## config.mk

```make
export PLATFORM = sky130hd
export DESIGN_NAME = wb_stage
export DESIGN_NICKNAME = d
export VERILOG_FILES = /design/src/rtl/wb_stage.sv
export SDC_FILE = /design/constraint.sdc
export NUM_CORES = 1
export LEC_CHECK = 0
export ABC_AREA = 0
export BUFFER_PORTS_ARGS = -buffer_cell sky130_fd_sc_hd__buf_2
export CAP_MARGIN = 5
export CORE_MARGIN = 2
export CORE_UTILIZATION = 40
export CTS_BUF_LIST = sky130_fd_sc_hd__clkbuf_4
export DETAILED_ROUTE_END_ITERATION = 6
export SETUP_SLACK_MARGIN = 0.15
export SLEW_MARGIN = 10
export SYNTH_ARGS = -nofsm -noshare
export SYNTH_HDL_FRONTEND = slang
export SYNTH_SLANG_ARGS = --single-unit
```

## constraint.sdc

```tcl
create_clock -name clk -period 4.7 [get_ports clk]
set_clock_uncertainty 0.1 [all_clocks]
set_input_delay 0.235 -clock clk [delete_from_list [all_inputs] [get_ports clk]]
set_output_delay 0.235 -clock clk [all_outputs]
set_load 0.005 [all_outputs]
```

## src/rtl/wb_stage.sv

```systemverilog
// Write-back stage: accepts MEM results, waits for load data, formats loads and issues one
// registered register-file write per instruction; counts retired instructions.
module wb_stage #(
   parameter int unsigned LOAD_TIMEOUT = 255
) (
   input  logic        clk,
   input  logic        rst,
   input  logic        in_valid,
   output logic        in_ready,
   input  logic        in_RegWrite,
   input  logic        in_MemtoReg,
   input  logic [4:0]  in_Rd,
   input  logic [2:0]  in_Funct3,
   input  logic [31:0] in_ALUResult,
   input  logic        dmem_rvalid,
   input  logic [31:0] dmem_rdata,
   output logic        WB_en,
   output logic [4:0]  WB_addr,
   output logic [31:0] WB_data,
   output logic [31:0] retire_count,
   output logic        load_timeout
);

   typedef enum logic {IDLE, WAIT_LOAD} state_t;

   state_t      state, state_nxt;
   logic        ld_regwrite;
   logic [4:0]  ld_rd;
   logic [2:0]  ld_funct3;
   logic [1:0]  ld_ofs;
   logic [31:0] tmo_cnt;
   logic        xfer;
   logic        tmo_hit;
   logic [7:0]  ld_byte;
   logic [15:0] ld_half;
   logic [31:0] ld_data;

   assign xfer    = in_valid & in_ready;
   // Abort on the wait cycle whose increment would bring the counter to the limit.
   assign tmo_hit = (LOAD_TIMEOUT != 0) && ((tmo_cnt + 32'd1) == LOAD_TIMEOUT);

   always_ff @(posedge clk) begin
      if (!rst) state <= IDLE;
      else      state <= state_nxt;
   end

   always_comb begin
      state_nxt = state;
      case (state)
         IDLE:      if (xfer && in_MemtoReg) state_nxt = WAIT_LOAD;
         WAIT_LOAD: if (dmem_rvalid || tmo_hit) state_nxt = IDLE;
         default:   state_nxt = IDLE;
      endcase
   end

   always_comb begin
      in_ready = rst && (state == IDLE);
   end

   always_comb begin
      ld_byte = dmem_rdata[8*ld_ofs +: 8];
      ld_half = ld_ofs[1] ? dmem_rdata[31:16] : dmem_rdata[15:0];
      case (ld_funct3)
         3'b000:  ld_data = {{24{ld_byte[7]}}, ld_byte};
         3'b100:  ld_data = {24'd0, ld_byte};
         3'b001:  ld_data = {{16{ld_half[15]}}, ld_half};
         3'b101:  ld_data = {16'd0, ld_half};
         default: ld_data = dmem_rdata;
      endcase
   end

   always_ff @(posedge clk) begin
      if (!rst) begin
         WB_en        <= 1'b0;
         WB_addr      <= 5'd0;
         WB_data      <= 32'd0;
         retire_count <= 32'd0;
         load_timeout <= 1'b0;
         tmo_cnt      <= 32'd0;
         ld_regwrite  <= 1'b0;
         ld_rd        <= 5'd0;
         ld_funct3    <= 3'd0;
         ld_ofs       <= 2'd0;
      end else begin
         WB_en <= 1'b0;
         case (state)
            IDLE: begin
               if (xfer && !in_MemtoReg) begin
                  // Address/data only move on a real write so they hold while WB_en is low.
                  if (in_RegWrite && (in_Rd != 5'd0)) begin
                     WB_en   <= 1'b1;
                     WB_addr <= in_Rd;
                     WB_data <= in_ALUResult;
                  end
                  retire_count <= retire_count + 32'd1;
               end else if (xfer) begin
                  ld_regwrite <= in_RegWrite;
                  ld_rd       <= in_Rd;
                  ld_funct3   <= in_Funct3;
                  ld_ofs      <= in_ALUResult[1:0];
                  tmo_cnt     <= 32'd0;
               end
            end
            WAIT_LOAD: begin
               if (dmem_rvalid) begin
                  if (ld_regwrite && (ld_rd != 5'd0)) begin
                     WB_en   <= 1'b1;
                     WB_addr <= ld_rd;
                     WB_data <= ld_data;
                  end
                  retire_count <= retire_count + 32'd1;
               end else if (tmo_hit) begin
                  load_timeout <= 1'b1;
               end else begin
                  tmo_cnt <= tmo_cnt + 32'd1;
               end
            end
            default: ;
         endcase
      end
   end

endmodule
```

# After elaboration in Yosys (flattened, before gate mapping)
# Index checks and enable logic that the tools add are counted.
# Widths: inputs -> output; s select.
# classes
n_addsub	2
n_mul	0
div_mod_pow	0
order_cmp	0
n_eq_ne	12
shifts	1
mux	28
n_bitwise	4
reduce_logical	15
# op_table
operator	n
$mux 32	10
$pmux 32 s2	3
$pmux 32 s4	1
$add 32x1->32 const B	2
$eq 32x8->1 const B	1
$shiftx 32x6->8	1
$mux 5	4
$mux 16	1
$ne 2x2->1 const B	5
$pmux 5 s2	1
$reduce_bool 5->1	2
$reduce_and 4->1	2
$eq 3x3->1 const B	2
$mux 1	6
$ne 2x1->1 const B	3
$reduce_and 3->1	2
$logic_and 1x1->1	5
$pmux 1 s2	2
$eq 3x1->1 const B	1
$logic_not 3->1	1
$not 1->1	3
$reduce_and 2->1	1
$and 1x1->1	1
$logic_not 1->1	1
$logic_or 1x1->1	1
# word_totals
ff_bits	115
latchBits	0
ram_bits	0
romBits	0
out_inout_bits	72
memories	0

# Depth between registers and ports, before layout
# depth
ltp_word	6
ltp_mapped	12
depth_no_buf	10

# Worst setup path before layout
# No wires, ideal clock.
# synth_timing
path_type	flip-flop to flip-flop
from	reg tmo_cnt[1]
to	reg tmo_cnt[2]
setup_ns	0.125
t_arrival_ns	3.175
t_required_ns	4.475
path_slack_ns	1.301
path_stages_with_launch	13
path_buffers	2
period_less_slack_ns	3.399
cell_sequence	dfxtp_1 -> ha_1 -> nand4_2 -> nor4_4 -> nand3_1 -> a2111o_1 -> a2111o_1 -> or4_4 -> and2_1 -> clkbuf_2 -> buf_6 -> a32oi_1 -> o31ai_1
# synth_via
elab_chain_len	4
# synth_rtl
element	line	rtl
start, declared	31	logic [31:0] tmo_cnt;
start signal, assigned	115	tmo_cnt <= tmo_cnt + 32'd1;
$add 32x1->32 (*)	40, 115	
$eq 32x8->1 / $mux 32 (equally long branches)	40, 112	
$ne 2x2->1 (no source line) / $mux 32 (equally long branches)	-	
$reduce_and 4->1 (no source line) / $pmux 32 s2 (equally long branches)	-	
# Every way passes the cells marked *; elsewhere a longest branch is shown, timed or not. The select of a mux whose other input is x is not followed.
# A chain may end at the register's enable or synchronous reset.

# Worst setup path in the final report
# layout_timing
from	reg tmo_cnt[1]
to	reg tmo_cnt[8]
# Same word-level chain as after synthesis.

==> impl_metrics.py <==
metrics = {
    "logic_synthesis": {
        "netlist_area_sq_um": 6270,
        "synth_most_common_cell": "dfxtp_1",
        "synthTopCellsByCount": "dfxtp_1, nor2_1, nand2_1",
        "seq_area_frac_synth": 0.367,
        "synth_edf_count": 0,
        "synthesis.nets": 874,
        "synth_flop_cell": "dfxtp_1",
        "ys_top_cells_by_area": "dfxtp_1, nor2_1, a21oi_1",
        "synth-async-reset-ratio": 0,
        "synth-seq-cells": 115,
        "ys_warn_count": 0,
        "synthDistinctLibCells": 64,
        "synth_top_area_share": 0.367,
        "netlist_instances": 793,
        "avgSynthCellArea_sq_um": 7.91,
        "synth_area_leader_cell": "dfxtp_1",
    },
    "power": {
        "leakagePower_nw": 3.11,
        "vdd.ir_drop.worst_v": 0.000133,
        "p_per_area_nw_per_um2": 260,
    },
    "grt": {
        "grt_pass1_vias": 5715,
        "overflow": 0,
        "use_met3": 0.0545,
        "antenna_found_initial": 0,
        "gr-max-usage-layer": "met2",
        "grt_max_degree": 85,
        "grt_use_total": 0.218,
        "grt_util_met1": 0.278,
        "met2_usage": 0.364,
        "grt_pass1_wl_mm": 29.0,
    },
    "layout": {
        "finalInstanceArea_sq_um": 7900,
        "areaGrowthSynthToFinish_pct": 25.9,
        "fin_nets": 1039,
        "antenna-diode-count": 0,
        "seq_area_sq_um": 2300,
        "drive_above_1_share": 0.223,
        "multiInputGateArea_sq_um": 3690,
        "fill_cells": 1514,
    },
    "floorplanning": {
        "die_x_um": 129,
        "core_sq_um": 15300,
        "num_rows": 45,
        "dieArea_sq_um": 16700,
        "io_pins": 150,
        "start_util": 0.411,
        "die_y_um": 129,
    },
    "clocking": {
        "cts_setup_buffers": 0,
        "cts_buffers": 17,
        "clock-sinks": 115,
        "max-clock-path-buffers": 2,
        "clkTransAtPathRegs_ns": 0.12,
        "cts_hold_buffers": 43,
        "clockRootBuffer": "clkbuf_4",
        "clkLatencyLatePin_ns": 0.54,
        "cts_resized": 0,
        "htreeDepth": 4,
        "cts_tree": "yes",
    },
    "setup_path": {
        "crit_top_cell": "a2111o_1",
        "r2r_start": "tmo_cnt[1]",
        "cp_slowest_cell": "or4_4",
        "path_class": "reg2reg",
        "crit_fanout": 16,
        "slowest_delay_ns": 0.56,
        "reg2reg_to": "tmo_cnt[8]",
        "cp_cell_sequence": "ha_1 -> nand4_2 -> nor4_4 -> nand3_1 -> a2111o_1 -> a2111o_1 -> or4_4 -> nand2_1 -> buf_4 -> nor4_1 -> o21bai_1",
        "arrival_ns": 4.27,
        "endpoint_kind": "register",
        "start_kind": "register",
        "cp_data_required_time_ns": 5.03,
        "cp-startpoint": "tmo_cnt[1]",
        "endpoint": "tmo_cnt[8]",
        "r2r_cells": 11,
        "rrSetupSlack_ns": 0.76,
    },
    "sta": {
        "hold_violations": 0,
        "finalSetupViolations": 0,
        "relSlewSlack": 0.334,
        "drv_slew": 0,
        "period_needed_ns": 3.94,
        "tns_ns": 0,
        "fin_crit_sh": 0.838,
        "max_clock_freq_mhz": 254,
        "rsz0062_at_grt": "false",
        "tightest_slew_ns": 0.992,
    },
    "routing": {
        "drtAntennaViolNets": 0,
        "vias": 6280,
        "drc_errors": 0,
        "via_per_inst": 5.31,
        "wirelength_mm": 18.4,
        "drtIter0Drc": 493,
        "wl_per_cell_um": 15.6,
        "dr.pass1.iters": 5,
    },
    "hold_path": {
        "min_from": "dmem_rdata[3]",
        "hold_path_class": "in2reg",
    },
    "place": {
        "place_hpwl_mm": 12.7,
        "port_buffers": 149,
        "gp_congestion": 0.873,
        "place_area_sq_um": 7130,
    },
    "status": {
        "status": "complete, no violations",
    },
    "run": {
        "cap_violations": 0,
    },
}
metal layers:
metal	wire (um)	vias to the layer above
met5	0	-
met4	292	0
met3	1040	24
met2	8940	198
met1	8150	2837
li1	-	3221
power by group:
group	total (mW)	leakage (nW)	switching [mW]	internal, mW
clock network	0.843	0.173	0.415	0.428
registers	0.999	0.930	0.0110	0.988
logic	0.214	2.01	0.116	0.0978
flip-flops by register name, summed over array words and instances (netlist names), 2 cells and up:
| name | count |
|---|---|
| ld_funct3 | 3 |
| tmo_cnt | 32 |
| WB_addr | 5 |
| ld_rd | 5 |
| retire_count | 32 |
| ld_ofs | 2 |
| WB_data | 32 |
cell type report:
cell class                 count  share of cell area
inverter                      13             0.00634
sequential                   115               0.292
tap                          211              0.0334
clock buffer                  17              0.0162
clock inverter                15              0.0261
multi-input combinational    609               0.468
timing repair buffer         202               0.158
logic make-up after synthesis:
logic type,Yosys count,synth area share
DFF,115,0.367
muxes,28,0.0483
AOI/OAI and AO/OA,186,0.193
and+or+nand+nor,352,0.283
adders and majority gates,3,0.00599
buffers and inverters,69,0.0463
xor gates and xnor gates,40,0.0559
worst min path at each step:
stage,end,cells after the start
3_3_place_gp,ld_regwrite,2
5_1_grt,WB_data[14],3
2_1_floorplan,ld_regwrite,2
6_report,WB_data[3],3
4_1_cts,WB_data[28],5
3_5_place_dp,ld_regwrite,2
per-stage QoR:
step | cells | setup WS (ns) | total power, mW | hold WS, ns | utilization
floorplan | 793 | 1.30 | 1.13 | 0.271 | -
global placement | 1107 | 0.831 | 1.21 | 0.354 | 0.467
detailed placement | 1107 | 0.804 | 1.21 | 0.351 | 0.467
CTS | 1182 | 0.752 | 2.09 | 0.00363 | 0.518
global route | 1182 | 0.498 | 2.15 | 0.00552 | 0.518
finish | 1182 | 0.761 | 2.06 | 0.0481 | 0.518
worst max-delay path: cells and delay by family, from the launching register on:
family,cells,cell delay [ns]
buffers and inverters,1,0.26
adders and majority gates,1,0.36
and+or+nand+nor,6,1.76
DFF,1,0.46
AOI/OAI and AO/OA,3,0.90
layout by cell type (no fill, tap or decap), drive strengths merged, types with 4 or more instances in the layout:
| cell | synthesis | final |
|---|---|---|
| o21a | 10 | 10 |
| mux2i | 19 | 19 |
| o32a | 7 | 7 |
| nor2 | 107 | 107 |
| clkbuf | 38 | 17 |
| a21o | 4 | 4 |
| mux2 | 8 | 8 |
| o31ai | 6 | 6 |
| dfxtp | 115 | 115 |
| or4 | 7 | 7 |
| bufinv | 0 | 4 |
| o22ai | 5 | 5 |
| nor4 | 12 | 12 |
| a311oi | 7 | 7 |
| a22oi | 4 | 4 |
| and4 | 7 | 7 |
| o221ai | 7 | 7 |
| a211oi | 15 | 15 |
| buf | 18 | 159 |
| nand3 | 31 | 31 |
| o21ai | 26 | 26 |
| nor3 | 33 | 33 |
| dlygate4sd3 | 0 | 43 |
| nor2b | 8 | 8 |
| nand4 | 23 | 23 |
| xnor2 | 21 | 21 |
| a21oi | 71 | 71 |
| xor2 | 19 | 19 |
| nand2 | 74 | 74 |
| and2 | 9 | 9 |
| a31oi | 7 | 7 |
| and3 | 9 | 9 |
| inv | 12 | 14 |
| or3 | 14 | 14 |
| clkinv | 1 | 8 |
| nand2b | 9 | 9 |
(Power assumes the default switching activity.)
